File: src/rtl/dtm_jtag.sv
// -----------------------------------------------------------------------------
// dtm_jtag -- RISC-V style JTAG Debug Transport Module, fully clk-synchronous.
//
// The JTAG pins are oversampled by clk. tck/tms/tdi each go through a 2-flop
// synchronizer plus one history flop. A change of the synchronized tck marks a
// rise or fall event. The TAP controller, IR and DR logic advance only on
// those events. Update-DR of the DMI register launches one request on the DMI
// handshake bus. The request stays pending until the debug module returns
// dmi_ready.
//
// Ports
//   clk        system clock, all logic on the rising edge
//   resetn     synchronous, active-low reset
//   tck/tms/tdi asynchronous JTAG inputs
//   tdo        registered JTAG output, updated on tck fall events
//   dmi_valid  request pending            dmi_ready  completion from DM
//   dmi_write  1 = write, 0 = read        dmi_addr   register address
//   dmi_wdata  write data                 dmi_rdata  read data at completion
// -----------------------------------------------------------------------------
module dtm_jtag #(
  parameter logic [31:0] IDCODE = 32'h2000_0001,
  parameter int          ABITS  = 7
) (
  input  logic             clk,
  input  logic             resetn,
  input  logic             tck,
  input  logic             tms,
  input  logic             tdi,
  output logic             tdo,
  output logic             dmi_valid,
  input  logic             dmi_ready,
  output logic             dmi_write,
  output logic [ABITS-1:0] dmi_addr,
  output logic [31:0]      dmi_wdata,
  input  logic [31:0]      dmi_rdata
);

  localparam int          DW        = ABITS + 34;
  localparam logic [5:0]  ABITS6    = 6'(ABITS);
  localparam logic [4:0]  IR_IDCODE = 5'h01;
  localparam logic [4:0]  IR_DTMCS  = 5'h10;
  localparam logic [4:0]  IR_DMI    = 5'h11;

  typedef enum logic [3:0] {
    TLR, RTI, SEL_DR, CAP_DR, SHIFT_DR, EXIT1_DR, PAUSE_DR, EXIT2_DR, UPD_DR,
    SEL_IR, CAP_IR, SHIFT_IR, EXIT1_IR, PAUSE_IR, EXIT2_IR, UPD_IR
  } tap_e;

  // Stage [1] is the synchronized value, stage [2] its one-clk history.
  logic [2:0]       tck_q, tms_q, tdi_q;
  tap_e             tap_q, tap_d;
  logic [4:0]       ir_q, ir_sr_q;
  logic [DW-1:0]    dr_q;
  logic             tdo_q;
  logic             dmi_valid_q, dmi_write_q;
  logic [ABITS-1:0] dmi_addr_q;
  logic [31:0]      dmi_wdata_q, rdata_q;
  logic [1:0]       dmistat_q;

  wire tck_rise = tck_q[1] & ~tck_q[2];
  wire tck_fall = ~tck_q[1] & tck_q[2];
  // tms/tdi are stable for several clks around a tck edge, so the history
  // stage is a safe sampling point and keeps all three paths identical.
  wire tms_s = tms_q[2];
  wire tdi_s = tdi_q[2];

  wire [31:0] dtmcs_cap = {14'h0, 1'b0, 1'b0, 1'b0, 3'd1, dmistat_q, ABITS6, 4'd1};
  wire [1:0]  dmi_status = (dmistat_q != 2'd0 || dmi_valid_q) ? 2'd3 : 2'd0;
  wire [1:0]  dr_op = dr_q[1:0];

  // NOTE: combinational blocks assign a default first so no path can leave
  // tap_d unassigned and infer a latch.
  always_comb begin
    tap_d = tap_q;
    case (tap_q)
      TLR:      tap_d = tms_s ? TLR      : RTI;
      RTI:      tap_d = tms_s ? SEL_DR   : RTI;
      SEL_DR:   tap_d = tms_s ? SEL_IR   : CAP_DR;
      CAP_DR:   tap_d = tms_s ? EXIT1_DR : SHIFT_DR;
      SHIFT_DR: tap_d = tms_s ? EXIT1_DR : SHIFT_DR;
      EXIT1_DR: tap_d = tms_s ? UPD_DR   : PAUSE_DR;
      PAUSE_DR: tap_d = tms_s ? EXIT2_DR : PAUSE_DR;
      EXIT2_DR: tap_d = tms_s ? UPD_DR   : SHIFT_DR;
      UPD_DR:   tap_d = tms_s ? SEL_DR   : RTI;
      SEL_IR:   tap_d = tms_s ? TLR      : CAP_IR;
      CAP_IR:   tap_d = tms_s ? EXIT1_IR : SHIFT_IR;
      SHIFT_IR: tap_d = tms_s ? EXIT1_IR : SHIFT_IR;
      EXIT1_IR: tap_d = tms_s ? UPD_IR   : PAUSE_IR;
      PAUSE_IR: tap_d = tms_s ? EXIT2_IR : PAUSE_IR;
      EXIT2_IR: tap_d = tms_s ? UPD_IR   : SHIFT_IR;
      UPD_IR:   tap_d = tms_s ? SEL_DR   : RTI;
      default:  tap_d = TLR;
    endcase
  end

  // NOTE: all state is updated with non-blocking assignments so every
  // register sees the pre-edge value of every other register.
  always_ff @(posedge clk) begin
    if (!resetn) begin
      tck_q       <= '0;
      tms_q       <= '0;
      tdi_q       <= '0;
      tap_q       <= TLR;
      ir_q        <= IR_IDCODE;
      ir_sr_q     <= '0;
      dr_q        <= '0;
      tdo_q       <= 1'b0;
      dmi_valid_q <= 1'b0;
      dmi_write_q <= 1'b0;
      dmi_addr_q  <= '0;
      dmi_wdata_q <= '0;
      rdata_q     <= '0;
      dmistat_q   <= '0;
    end else begin
      tck_q <= {tck_q[1:0], tck};
      tms_q <= {tms_q[1:0], tms};
      tdi_q <= {tdi_q[1:0], tdi};

      // DMI completion. Later JTAG-side assignments below take priority.
      if (dmi_valid_q && dmi_ready) begin
        dmi_valid_q <= 1'b0;
        if (!dmi_write_q) rdata_q <= dmi_rdata;
      end

      if (tck_rise) begin
        tap_q <= tap_d;
        case (tap_q)
          CAP_IR:   ir_sr_q <= 5'b00001;
          SHIFT_IR: ir_sr_q <= {tdi_s, ir_sr_q[4:1]};
          CAP_DR: begin
            case (ir_q)
              IR_IDCODE: dr_q <= {{(DW-32){1'b0}}, IDCODE[31:1], 1'b1};
              IR_DTMCS:  dr_q <= {{(DW-32){1'b0}}, dtmcs_cap};
              IR_DMI:    dr_q <= {dmi_addr_q, rdata_q, dmi_status};
              default:   dr_q <= '0;
            endcase
          end
          SHIFT_DR: begin
            // Shift length follows the selected register: tdi enters its MSB.
            case (ir_q)
              IR_IDCODE, IR_DTMCS: dr_q <= {{(DW-32){1'b0}}, tdi_s, dr_q[31:1]};
              IR_DMI:              dr_q <= {tdi_s, dr_q[DW-1:1]};
              default:             dr_q <= {{(DW-1){1'b0}}, tdi_s};
            endcase
          end
          default: ;
        endcase
      end

      if (tck_fall) begin
        if (tap_q == SHIFT_IR) tdo_q <= ir_sr_q[0];
        if (tap_q == SHIFT_DR) tdo_q <= dr_q[0];
        if (tap_q == UPD_IR)   ir_q  <= ir_sr_q;
        if (tap_q == UPD_DR) begin
          if (ir_q == IR_DTMCS) begin
            if (dr_q[17]) begin
              dmistat_q   <= 2'd0;
              dmi_valid_q <= 1'b0;
            end else if (dr_q[16]) begin
              dmistat_q <= 2'd0;
            end
          end else if (ir_q == IR_DMI) begin
            if (dmi_valid_q) begin
              dmistat_q <= 2'd3;
            end else if (dmistat_q == 2'd0 && (dr_op == 2'd1 || dr_op == 2'd2)) begin
              dmi_addr_q  <= dr_q[DW-1:34];
              dmi_wdata_q <= dr_q[33:2];
              dmi_write_q <= (dr_op == 2'd2);
              dmi_valid_q <= 1'b1;
            end
          end
        end
      end

      // Test-Logic-Reset only touches the IR; DMI state is left alone.
      if (tap_q == TLR) ir_q <= IR_IDCODE;
    end
  end

  assign tdo       = tdo_q;
  assign dmi_valid = dmi_valid_q;
  assign dmi_write = dmi_write_q;
  assign dmi_addr  = dmi_addr_q;
  assign dmi_wdata = dmi_wdata_q;

endmodule

File: config.mk
export PLATFORM = sky130hd
export DESIGN_NAME = dtm_jtag
export DESIGN_NICKNAME = d
export VERILOG_FILES = /design/src/rtl/dtm_jtag.sv
export SDC_FILE = /design/constraint.sdc
export NUM_CORES = 1
export LEC_CHECK = 0
export CORE_MARGIN = 2
export CORE_UTILIZATION = 40
export CTS_CLUSTER_DIAMETER = 50
export DETAILED_ROUTE_END_ITERATION = 8
export PLACE_DENSITY = 0.73
export SYNTH_ARGS = -nofsm -noshare
export SYNTH_HDL_FRONTEND = slang
export SYNTH_SLANG_ARGS = --single-unit
File: constraint.sdc
create_clock -name clk -period 4.13 [get_ports clk]
set_input_delay 0.413 -clock clk [delete_from_list [all_inputs] [get_ports clk]]
set_output_delay 0.413 -clock clk [all_outputs]
set_load 0.01 [all_outputs]
==> results.md <==
- Status: finished clean
- Final TNS setup: 0 ns
- Core ar.: 13770 sq um
- Cts hold-fix bufs: 0
- Synth Area in XOR/XNOR: 0.3140%
- Final Hold Fails: 0
- Async S/R FF share, synth: 0%
- H-tree levels: 4
- Clock skew: 0.01127 ns
- Top post-synthesis cells by count: nand2_1, dfxtp_1, a21oi_1, clkbuf_1
- Row cnt: 43
- Yosys cell types: 52
- P per Cell Area: 424.0 nW/um^2
- Max_cap viols: 0
- Synthesis-to-finish area growth: 26.22%
- Post_cts resized: 0
- Max-slew violations: 0
- Largest net degree at the start of global routing: 46
- Post-Synth Adder-Cell Area: 0.2243%
- Clock Pin Slew Worst Setup and Hold Paths: 0.06 ns
- Most numerous cell in the Yosys netlist: nand2_1
- Crit path required time: 4.47 ns
- CTS Buf Count: 17
- FMAX: 0.3609 GHz
- Setup WS post-layout: 1.359 ns
- Crit. Startpoint: tap_q[2]
- Worst Setup Start Kind: flop
- Hpwl dp: 8569 um
- Post-CTS Setup Inserts: 0
- Peak supply drop: 0.2984 mV
- Port Buffers: 79
- Mux cell area share after synthesis: 2.557%
- Fin crit period: 2.771 ns
- Vias in the first global route: 4631
- Overall die width: 122.1 um
- CTS tree: built
- Syn nets: 714
- P_leak: 0.002374 uW
- Total grt overflow: 0
- Dpl ws: 1.462 ns
- CTS Root Cell: clkbuf_16
- Final period util: 67.09%
- DRT antenna net count: 0
- Vias per Instance: 5.376
- Die H: 122.1 um
- Drt drc: 0
- Worst setup path end: dr_q[14]
- Die Footprint: 14910 sq um
- Clock insertion delay at the later pin of the skew report: 0.41 ns
- Number of synthesized flops with an enable pin: 0
- Max-slew headroom: 21.64%
- FF-to-FF Start: tap_q[2]
- Routed len/inst: 14.73 um
- Sink Count: 139
- Crit Path Class: reg -> reg
- Sequential-to-total area share from yosys stat: 49.88%
- Synth Instances: 675
- Final WL: 13550 um
- Synth Area in Compound Gates: 20.68%
- RR Endpoint: dr_q[14]
- Vias: 4946
- Layout Nets: 766
- Reg2Reg Setup Slack: 1.36 ns
- Post-synth top area cell: dfxtp_1
- HP Class: reg -> reg
- Gpl congestion: 0.8033
- Yosys reg bits: 139
- Initial antenna violation count: 0
- Pre-Repair DR Iteration Count: 5
- Synthesized cell area: 5579 sq um
- ANT cells: 0
- Synth area leaders: dfxtp_1, nand2_1, a21oi_1
- Worst Path Max Fanout: 28
- Share of the synthesized area in the top cell type: 49.88%
- Total track usage: 19.05%
- First-pass GRT wire length: 22690 um
- Post-Synth Simple-Gate Area: 21.53%
- Ports: 80
- Worst-Margin Slew: 1.172 ns
- Main synth FF type: dfxtp_1
- Drt initial violations: 297
- Clk buf depth: 2
- Cell count of the worst reg-to-reg path: 4
- Yosys warns: 0
- Critical path arrival: 3.11 ns
- Share of cells above drive strength 1: 7.297%
- Unrepaired setup endpoints after global routing: no
- Main combinational cell family by area after synthesis: simple AND/OR/NAND/NOR gates
- Filler cells: 1321
- Initial Util: 40.51%
- # setup viols final: 0
- Synthesized area per cell: 8.265 sq um
- Crit path capture type: flop
## through the flow
stage          instances  hold WS, ns  total power, uW  cell area, sq um  utilization (%)
2_1_floorplan        675       0.4119             1420              5579                -
3_3_place_gp         888       0.4171             1466              6431            46.69
3_5_place_dp         888       0.4193             1466              6431            46.69
4_1_cts              920       0.4329             3006              7042            51.13
5_1_grt              920       0.4480             3075              7042            51.13
6_report             920       0.4299             2986              7042            51.13
## metal layers
| layer | track usage, % | part of all wire, % | vias up |
|---|---|---|---|
| li1 | - | - | 2443 |
| met1 | 25.65 | 45 | 2336 |
| met2 | 30.10 | 47 | 153 |
| met3 | 5.056 | 6.1 | 14 |
| met4 | 5.460 | 1.2 | 0 |
| met5 | 0 | 0 | - |
## worst min-delay path by stage
stage	start	endpoint	cells past startpoint
after global routing	tms_q[0]	tms_q[1]	1
after floorplan	tck_q[0]	tck_q[1]	1
after CTS	tms_q[0]	tms_q[1]	1
final	tdi_q[1]	tdi_q[2]	1
after detailed placement	tck_q[0]	tck_q[1]	1
after global placement	tck_q[0]	tck_q[1]	1
## layout by cell type, fill, tap and decap left out, types with 2 or more instances in the layout
master,n
dfxtp_1,139
mux2i_1,12
mux2_2,2
nor2b_1,2
nand3_1,11
nor3_4,2
nor3_1,3
a2bb2oi_1,9
nor3b_1,2
nor4b_1,2
nand4_1,2
clkdlybuf4s50_1,79
clkinv_2,6
o21ai_0,41
nand2_1,175
inv_1,5
nor4b_4,3
clkbuf_8,3
nand4b_1,2
a31oi_1,6
bufinv_16,3
buf_4,9
clkbuf_16,17
and2_1,9
a21oi_1,91
o31ai_1,2
nor2_1,41
o211ai_1,3
a41oi_1,2
a221oi_1,25
clkinvlp_4,2
a211o_1,2
xnor2_1,2
nand2b_1,3
## worst max-delay path: stages, from the launching register on
cell and delay (ns):
dfxtp_1 0.74, or4b_4 0.64, nor3_4 0.96, a221oi_1 0.19, nor2_1 0.16
## registers in the layout (all words and copies together), names as in the netlist, 4 cells and up
| signal | count |
|---|---|
| ir_sr_q | 5 |
| dmi_addr | 7 |
| dr_q | 41 |
| tap_q | 4 |
| ir_q | 5 |
| rdata_q | 32 |
| dmi_wdata | 32 |
## final cells by class
class / count / area [sq um] / share of cell area, %
Clock buffer: 20 / 466.7 / 6.628
Clock inverter: 12 / 143.9 / 2.043
Inverter: 6 / 22.52 / 0.3198
Multi-Input combinational cell: 475 / 2542 / 36.11
Sequential cell: 139 / 2783 / 39.52
Tap cell: 180 / 225.2 / 3.198
Timing Repair Buffer: 88 / 858.3 / 12.19
## cell families after synthesis
group                    Yosys count
AND/OR/NAND/NOR                  266
multiplexers                      14
AO/OA/AOI/OAI                    192
adder cells (fa/ha/maj)            1
XOR/XNOR                           2
buffers and inverters             61
flip-flops                       139
## power by group
| group | internal, uW | total (uW) | switching, uW |
|---|---|---|---|
| Combinational | 42.3 | 77.8 | 35.5 |
| Sequential | 1350 | 1360 | 11.5 |
| Clock | 992 | 1550 | 556 |
| Total | 2380 | 2990 | 603 |
No activity file was read; power rests on OpenSTA's default activity.
